===== src/rtl/ram_bus_sequencer_pkg.sv =====
// Shared definitions for the RAM bus sequencer: state encodings, owner codes
// and default DRAM timing constants.
package ram_bus_sequencer_pkg;

  // Default timing, in c16m cycles.
  localparam int unsigned TRcdDefault = 2;
  localparam int unsigned TCasDefault = 2;
  localparam int unsigned TRpDefault  = 2;
  // Phase timer width; must hold max(T_*) - 1.
  localparam int unsigned CwDefault   = 3;

  typedef enum logic [2:0] {
    StIdle = 3'd0,
    StRas  = 3'd1,
    StCas  = 3'd2,
    StPre  = 3'd3,
    StHold = 3'd4
  } state_e;

  typedef enum logic {
    OwnCpu = 1'b0,
    OwnDma = 1'b1
  } owner_e;

endpackage


===== src/rtl/ram_bus_sequencer_phase_timer.sv =====
// Phase timer for the RAM bus sequencer: a CW-bit up-counter with synchronous
// clear and a terminal-count compare against a programmable limit.
//   clk_i    clock
//   rst_ni   asynchronous active-low reset
//   clr_i    synchronous clear (wins over en_i)
//   en_i     count enable
//   limit_i  terminal count value
//   count_o  current count
//   tc_o     count_o == limit_i
module ram_bus_sequencer_phase_timer #(
  parameter int unsigned CW = 3
) (
  input  logic          clk_i,
  input  logic          rst_ni,
  input  logic          clr_i,
  input  logic          en_i,
  input  logic [CW-1:0] limit_i,
  output logic [CW-1:0] count_o,
  output logic          tc_o
);

  logic [CW-1:0] count_q, count_d;

  always_comb begin
    count_d = count_q;
    if (clr_i) begin
      count_d = '0;
    end else if (en_i) begin
      count_d = count_q + CW'(1);
    end
  end

  always_ff @(posedge clk_i or negedge rst_ni) begin
    if (!rst_ni) begin
      count_q <= '0;
    end else begin
      count_q <= count_d;
    end
  end

  assign count_o = count_q;
  assign tc_o    = (count_q == limit_i);

endmodule


===== src/rtl/ram_bus_sequencer.sv =====
// RAM bus sequencer: time-shares the DRAM and its ls245 data transceiver
// between the 68000 CPU and the video/sound DMA fetch engine.
//   c16m         16 MHz master clock (rising edge)
//   n_res        asynchronous active-low reset
//   cpu_n_as     CPU address strobe (synchronous to c16m)
//   cpu_r_nw     CPU read (1) / write (0)
//   cpu_ram_sel  address decode hit on RAM
//   dma_req      DMA fetch request (level)
//   cpu_n_dtack  data acknowledge to the CPU
//   dma_ack      one-cycle pulse when the DMA word is complete
//   dma_latch    DMA data latch strobe (final CAS cycle)
//   dma_owns     address mux owner select (1 = DMA)
//   addr_sel     address mux row (0) / column (1)
//   n_ras/n_cas  DRAM strobes
//   ram_n_we     DRAM write enable
//   buf_n_oe     ls245 /OE
//   buf_dir      ls245 DIR (1 = CPU to RAM)
// All outputs are registered.
module ram_bus_sequencer
  import ram_bus_sequencer_pkg::*;
#(
  parameter int unsigned T_RCD = TRcdDefault,
  parameter int unsigned T_CAS = TCasDefault,
  parameter int unsigned T_RP  = TRpDefault,
  parameter int unsigned CW    = CwDefault
) (
  input  logic c16m,
  input  logic n_res,
  input  logic cpu_n_as,
  input  logic cpu_r_nw,
  input  logic cpu_ram_sel,
  input  logic dma_req,
  output logic cpu_n_dtack,
  output logic dma_ack,
  output logic dma_latch,
  output logic dma_owns,
  output logic addr_sel,
  output logic n_ras,
  output logic n_cas,
  output logic ram_n_we,
  output logic buf_n_oe,
  output logic buf_dir
);

  localparam logic [CW-1:0] RcdLast   = CW'(T_RCD - 1);
  localparam logic [CW-1:0] CasLast   = CW'(T_CAS - 1);
  localparam logic [CW-1:0] RpLast    = CW'(T_RP - 1);
  // Count value one before the final CAS cycle (only meaningful for T_CAS > 1).
  localparam logic [CW-1:0] CasPenult = CW'((T_CAS > 1) ? (T_CAS - 2) : 0);

  state_e state_q, state_d;
  owner_e last_grant_q, last_grant_d;

  logic cpu_n_dtack_q, cpu_n_dtack_d;
  logic dma_ack_q, dma_ack_d;
  logic dma_latch_q, dma_latch_d;
  logic dma_owns_q, dma_owns_d;
  logic addr_sel_q, addr_sel_d;
  logic n_ras_q, n_ras_d;
  logic n_cas_q, n_cas_d;
  logic ram_n_we_q, ram_n_we_d;
  logic buf_n_oe_q, buf_n_oe_d;
  logic buf_dir_q, buf_dir_d;

  logic          cpu_req;
  logic          cpu_owner;
  logic          grant_dma;
  logic          timer_clr;
  logic          timer_en;
  logic          timer_tc;
  logic [CW-1:0] timer_limit;
  logic [CW-1:0] timer_count;

  assign cpu_req   = ~cpu_n_as & cpu_ram_sel;
  assign cpu_owner = ~dma_owns_q;

  always_comb begin
    unique case (state_q)
      StRas:   timer_limit = RcdLast;
      StCas:   timer_limit = CasLast;
      StPre:   timer_limit = RpLast;
      default: timer_limit = '0;
    endcase
  end

  // Timer restarts on every state change and only runs in timed states.
  assign timer_clr = (state_d != state_q);
  assign timer_en  = (state_q == StRas) || (state_q == StCas) || (state_q == StPre);

  ram_bus_sequencer_phase_timer #(
    .CW(CW)
  ) u_timer (
    .clk_i   (c16m),
    .rst_ni  (n_res),
    .clr_i   (timer_clr),
    .en_i    (timer_en),
    .limit_i (timer_limit),
    .count_o (timer_count),
    .tc_o    (timer_tc)
  );

  always_comb begin
    state_d       = state_q;
    last_grant_d  = last_grant_q;
    cpu_n_dtack_d = cpu_n_dtack_q;
    dma_ack_d     = 1'b0;
    dma_latch_d   = 1'b0;
    dma_owns_d    = dma_owns_q;
    addr_sel_d    = addr_sel_q;
    n_ras_d       = n_ras_q;
    n_cas_d       = n_cas_q;
    ram_n_we_d    = ram_n_we_q;
    buf_n_oe_d    = buf_n_oe_q;
    buf_dir_d     = buf_dir_q;
    grant_dma     = 1'b0;

    unique case (state_q)
      StIdle: begin
        if (dma_req || cpu_req) begin
          // Round-robin on a tie: the requester that did not win last time.
          grant_dma    = dma_req && (!cpu_req || (last_grant_q == OwnCpu));
          state_d      = StRas;
          n_ras_d      = 1'b0;
          dma_owns_d   = grant_dma;
          last_grant_d = grant_dma ? OwnDma : OwnCpu;
          if (!grant_dma) begin
            buf_n_oe_d = 1'b0;
            buf_dir_d  = ~cpu_r_nw;
          end
        end
      end

      StRas: begin
        if (timer_tc) begin
          state_d    = StCas;
          addr_sel_d = 1'b1;
          n_cas_d    = 1'b0;
          // buf_dir_q was captured at grant and marks a CPU write.
          ram_n_we_d = ~(cpu_owner & buf_dir_q);
          if (!cpu_owner && (T_CAS == 1)) begin
            dma_latch_d = 1'b1;
          end
        end
      end

      StCas: begin
        if (timer_tc) begin
          state_d    = StPre;
          n_ras_d    = 1'b1;
          n_cas_d    = 1'b1;
          ram_n_we_d = 1'b1;
          addr_sel_d = 1'b0;
          if (cpu_owner) begin
            cpu_n_dtack_d = 1'b0;
          end else begin
            dma_ack_d = 1'b1;
          end
        end else if (!cpu_owner && (timer_count == CasPenult)) begin
          // Registered, so set one edge early to land on the final CAS cycle.
          dma_latch_d = 1'b1;
        end
      end

      StPre: begin
        if (cpu_owner && cpu_n_as) begin
          cpu_n_dtack_d = 1'b1;
          buf_n_oe_d    = 1'b1;
        end
        if (timer_tc) begin
          if (!cpu_owner) begin
            state_d    = StIdle;
            dma_owns_d = 1'b0;
          end else if (cpu_n_as) begin
            state_d = StIdle;
          end else begin
            state_d = StHold;
          end
        end
      end

      StHold: begin
        if (cpu_n_as) begin
          cpu_n_dtack_d = 1'b1;
          buf_n_oe_d    = 1'b1;
          state_d       = StIdle;
        end
      end

      default: state_d = StIdle;
    endcase
  end

  always_ff @(posedge c16m or negedge n_res) begin
    if (!n_res) begin
      state_q       <= StIdle;
      last_grant_q  <= OwnCpu;
      cpu_n_dtack_q <= 1'b1;
      dma_ack_q     <= 1'b0;
      dma_latch_q   <= 1'b0;
      dma_owns_q    <= 1'b0;
      addr_sel_q    <= 1'b0;
      n_ras_q       <= 1'b1;
      n_cas_q       <= 1'b1;
      ram_n_we_q    <= 1'b1;
      buf_n_oe_q    <= 1'b1;
      buf_dir_q     <= 1'b0;
    end else begin
      state_q       <= state_d;
      last_grant_q  <= last_grant_d;
      cpu_n_dtack_q <= cpu_n_dtack_d;
      dma_ack_q     <= dma_ack_d;
      dma_latch_q   <= dma_latch_d;
      dma_owns_q    <= dma_owns_d;
      addr_sel_q    <= addr_sel_d;
      n_ras_q       <= n_ras_d;
      n_cas_q       <= n_cas_d;
      ram_n_we_q    <= ram_n_we_d;
      buf_n_oe_q    <= buf_n_oe_d;
      buf_dir_q     <= buf_dir_d;
    end
  end

  assign cpu_n_dtack = cpu_n_dtack_q;
  assign dma_ack     = dma_ack_q;
  assign dma_latch   = dma_latch_q;
  assign dma_owns    = dma_owns_q;
  assign addr_sel    = addr_sel_q;
  assign n_ras       = n_ras_q;
  assign n_cas       = n_cas_q;
  assign ram_n_we    = ram_n_we_q;
  assign buf_n_oe    = buf_n_oe_q;
  assign buf_dir     = buf_dir_q;

endmodule

===== config.mk =====
export PLATFORM = sky130hd
export DESIGN_NAME = ram_bus_sequencer
export DESIGN_NICKNAME = d
export VERILOG_FILES = /design/src/rtl/ram_bus_sequencer_pkg.sv /design/src/rtl/ram_bus_sequencer_phase_timer.sv /design/src/rtl/ram_bus_sequencer.sv
export SDC_FILE = /design/constraint.sdc
export NUM_CORES = 1
export LEC_CHECK = 0
export ABC_CLOCK_PERIOD_IN_PS = 1600
export CAP_MARGIN = 20
export CORE_ASPECT_RATIO = 1.4
export CORE_MARGIN = 2
export CORE_UTILIZATION = 45
export CTS_BUF_LIST = sky130_fd_sc_hd__clkbuf_8
export DETAILED_ROUTE_END_ITERATION = 16
export PLACE_DENSITY_LB_ADDON = 0.12
export SETUP_SLACK_MARGIN = 0.1
export SLEW_MARGIN = 20
export SYNTH_ARGS = -nofsm -noshare
export SYNTH_HDL_FRONTEND = slang
export SYNTH_SLANG_ARGS = --single-unit

===== constraint.sdc =====
create_clock -name c16m -period 1.6 [get_ports c16m]
set_clock_uncertainty 0.15 [all_clocks]
set_input_delay 0.32 -clock c16m [delete_from_list [all_inputs] [get_ports c16m]]
set_output_delay 0.32 -clock c16m [all_outputs]
set_load 0.02 [all_outputs]

==> results.cfg <==
[flow_run]
max_cap_viol_count = 0

[drt]
ant_nets = 0
wl_per_cell_um = 17.0
drc_errors = 0
wl_mm = 2.60
first_pass_iters = 4
viasPerCell = 5.72
initialDrtViolationCount = 12
routed-via-count = 875

[power]
ir_drop_v = 0.00144
switchingPower_mw = 1.26
power_density_nw_per_um2 = 2080
comb_power_share_pct = 61.4
p_int_mw = 1.74
pwr-share-seq_pct = 28.3
p_leak_nw = 0.629
swShare_pct = 42.0
clockPowerShare_pct = 10.3

[global_routing]
antenna_found_initial = 0
grt_max_degree = 18
grt-ovfl-total = 0
grt_pass1_vias = 921
grt_usage_pct = 21.7
grt_pass1_wl_mm = 4.19

[cells_and_area]
area_growth_pct = 52.1
drive_gt1_share_pct = 46.2
layout.nets = 141
n_antenna_cell = 0
layout.cells.non_filler = 153
layout_common_cells = 12 x buf_4, 9 x inv_1, 9 x dfrtp_1
final_common_cell = buf_4
final_core_util_pct = 73.1
fill_cells = 148

[timing]
hold_violations = 0
relSlewSlack_pct = 82.3
rsz0062_at_grt = true
tightest_slew_ps = 264
post-route-min-period_ps = 1670
fin_crit_sh_pct = 104
finalSetupViolations = 5
setup_slack_ps = -69.6
slew_violations = 0
fmax_mhz = 599
finalSetupTns_ps = -293

[floorplanning]
core_um2 = 1970
start_util_pct = 48.1
die_w_um = 42.8
dieArea_um2 = 2500
num_rows = 19
ios = 16
die_h_um = 58.3

[logic_synthesis]
ys_seq_area_share_pct = 45.5
yosys_warnings = 0
syn_area_um2 = 948
ys_ff_latch = 17
syn_avg_cell_area_um2 = 9.48
syn_nets = 108
yosys.cell_types.count = 41
synth_cells = 100

[worst_setup_path]
crit_path_cell_trace = inv_2 -> ha_4 -> or4b_4 -> a211oi_2
cp_slowest_stage_delay_ps = 480
reg2reg_slack_ps = -70
startpoint_type = flip-flop
arrival_ps = 1680
required_ps = 1610
critPathMaxFanout = 8
crit_buf_inv = 1
end_kind = flip-flop
cp_top_family = flip-flops
critPathSlowestCell = dfrtp_2
criticalPathCategory = flip-flop to flip-flop

[clock_network]
cts-root-buf = clkbuf_8
cts_hold_buf = 0
cts_tree = yes
cts_max_level = 1
clk_pin_slew_ps = 60
numCtsBuffers = 3
clk_latency_ps = 240
cts_sinks = 17
cts.path.max_buffers = 2

[run_status]
violations = negative setup slack
outcome = finished with violations

[min_path]
hp-class = input pin to asynchronous set/reset pin

[place]
placedCellCount = 145
gp_congestion = 0.773
io_buffers = 15
pre_cts_ws_ps = -144
hpwl_mm = 1.71
[power groups by stage]
| stage | clock [mW] | sequential (mW) | combinational [mW] |
|---|---|---|---|
| after detailed placement | 0 | 0.805 | 1.38 |
| after global routing | 0.336 | 0.874 | 1.98 |
| after CTS | 0.322 | 0.817 | 1.53 |
| after floorplan | 0 | 0.905 | 0.729 |
| after global placement | 0 | 0.793 | 1.35 |
| final | 0.308 | 0.848 | 1.84 |
[layer usage]
layer	part of all wire, %	vias to the layer above	global-route usage (%)
met5	0	-	0
met3	2.7	2	2.15
li1	-	426	-
met1	42	432	25.7
met2	55	15	41.1
met4	0.54	0	5.36
[cells in the mapped netlist]
library cell / n / share of area, %
a31oi_1: 1 / 0.66
a21oi_1: 1 / 0.53
clkbuf_1: 3 / 1.2
nor4bb_1: 1 / 1.1
or4b_1: 2 / 2.1
dfstp_2: 5 / 14
nor2_1: 9 / 3.6
o211ai_1: 1 / 0.79
a21o_1: 1 / 0.79
nand2_1: 5 / 2.0
nand4_1: 2 / 1.3
nor3_1: 2 / 1.1
nor3b_1: 1 / 0.79
xnor2_1: 1 / 0.92
o21ai_0: 8 / 4.2
ha_1: 2 / 2.6
a211oi_1: 2 / 1.6
o21ba_2: 1 / 1.1
o22a_1: 1 / 0.92
mux2i_1: 2 / 2.1
a221oi_1: 1 / 0.92
or4_1: 1 / 0.79
a22o_1: 1 / 0.92
a41oi_1: 1 / 0.92
o32ai_1: 1 / 0.92
nor2b_1: 4 / 2.6
o2111ai_1: 1 / 0.92
and4bb_2: 1 / 1.3
o21bai_1: 1 / 0.79
nand3_1: 1 / 0.53
and2_1: 1 / 0.66
o31ai_1: 3 / 2.4
dfrtp_1: 12 / 32
o32a_1: 1 / 1.1
or3_1: 3 / 2.0
or3b_2: 1 / 0.92
inv_1: 9 / 3.6
o21a_1: 1 / 0.79
nand3b_1: 1 / 0.79
nand2b_1: 2 / 1.3
buf_2: 2 / 1.1
[flip-flops by register name (all words and copies together) (netlist names)]
register,cells
buf_n_oe,1
state_q,3
addr_sel,1
dma_latch,1
cpu_n_dtack,1
last_grant_q,1
n_ras,1
ram_n_we,1
u_timer.count_o,3
n_cas,1
buf_dir,1
dma_owns,1
dma_ack,1
[final timing paths]
kind,from,end,cells past startpoint
hold reg to reg,n_cas,n_cas,2
max in group asynchronous,n_res,buf_n_oe,2
hold / removal,n_res,u_timer.count_o[2],2
setup / recovery,u_timer.count_o[0],u_timer.count_o[1],4
setup reg to reg,u_timer.count_o[0],u_timer.count_o[1],4
min in group c16m,cpu_n_as,buf_n_oe,2
[cells by family (layout without fill, tap and decap cells)]
| family | count (synthesis) | count (layout) | share of synthesized area (%) |
|---|---|---|---|
| simple gates | 37 | 37 | 22.8 |
| compound gates | 27 | 27 | 20.2 |
| flops | 17 | 17 | 45.5 |
| buf+inv | 14 | 46 | 5.80 |
| fa+ha+maj | 2 | 2 | 2.64 |
| mux | 2 | 2 | 2.11 |
| xor+xnor | 1 | 1 | 0.924 |
[per-stage QoR]
| stage | hold slack, ps | power (mW) | area (um^2) |
|---|---|---|---|
| after detailed placement | 324 | 2.18 | 1210 |
| final | 244 | 2.99 | 1440 |
| after floorplan | -126 | 1.63 | 955 |
| after global routing | 268 | 3.19 | 1440 |
| after global placement | 314 | 2.15 | 1210 |
| after CTS | 245 | 2.67 | 1310 |
[repair_timing]
item | in CTS | in global routing
endpoints found under the setup margin | 24 | 13
pin swaps | 3 | 4
resized for setup | 47 | 20
endpoints found under the hold margin | 0 | 0
setup buffers | 2 | 2
cloned | 0 | 0
[worst register-to-register path: stages, from the launching register on]
cell	delay (ps)
dfrtp_2	480
inv_2	80
ha_4	250
or4b_4	440
a211oi_2	180
[area by class of cell]
class,instances,area [um^2],share of cell area [%]
Multi-Input combinational cell,69,614,42.6
Clock inverter,1,3.75,0.260
Timing Repair Buffer,33,288,19.9
Tap cell,21,26.3,1.82
Clock buffer,3,41.3,2.86
Sequential cell,17,435,30.2
Inverter,9,33.8,2.34
(Power assumes the default switching activity.)
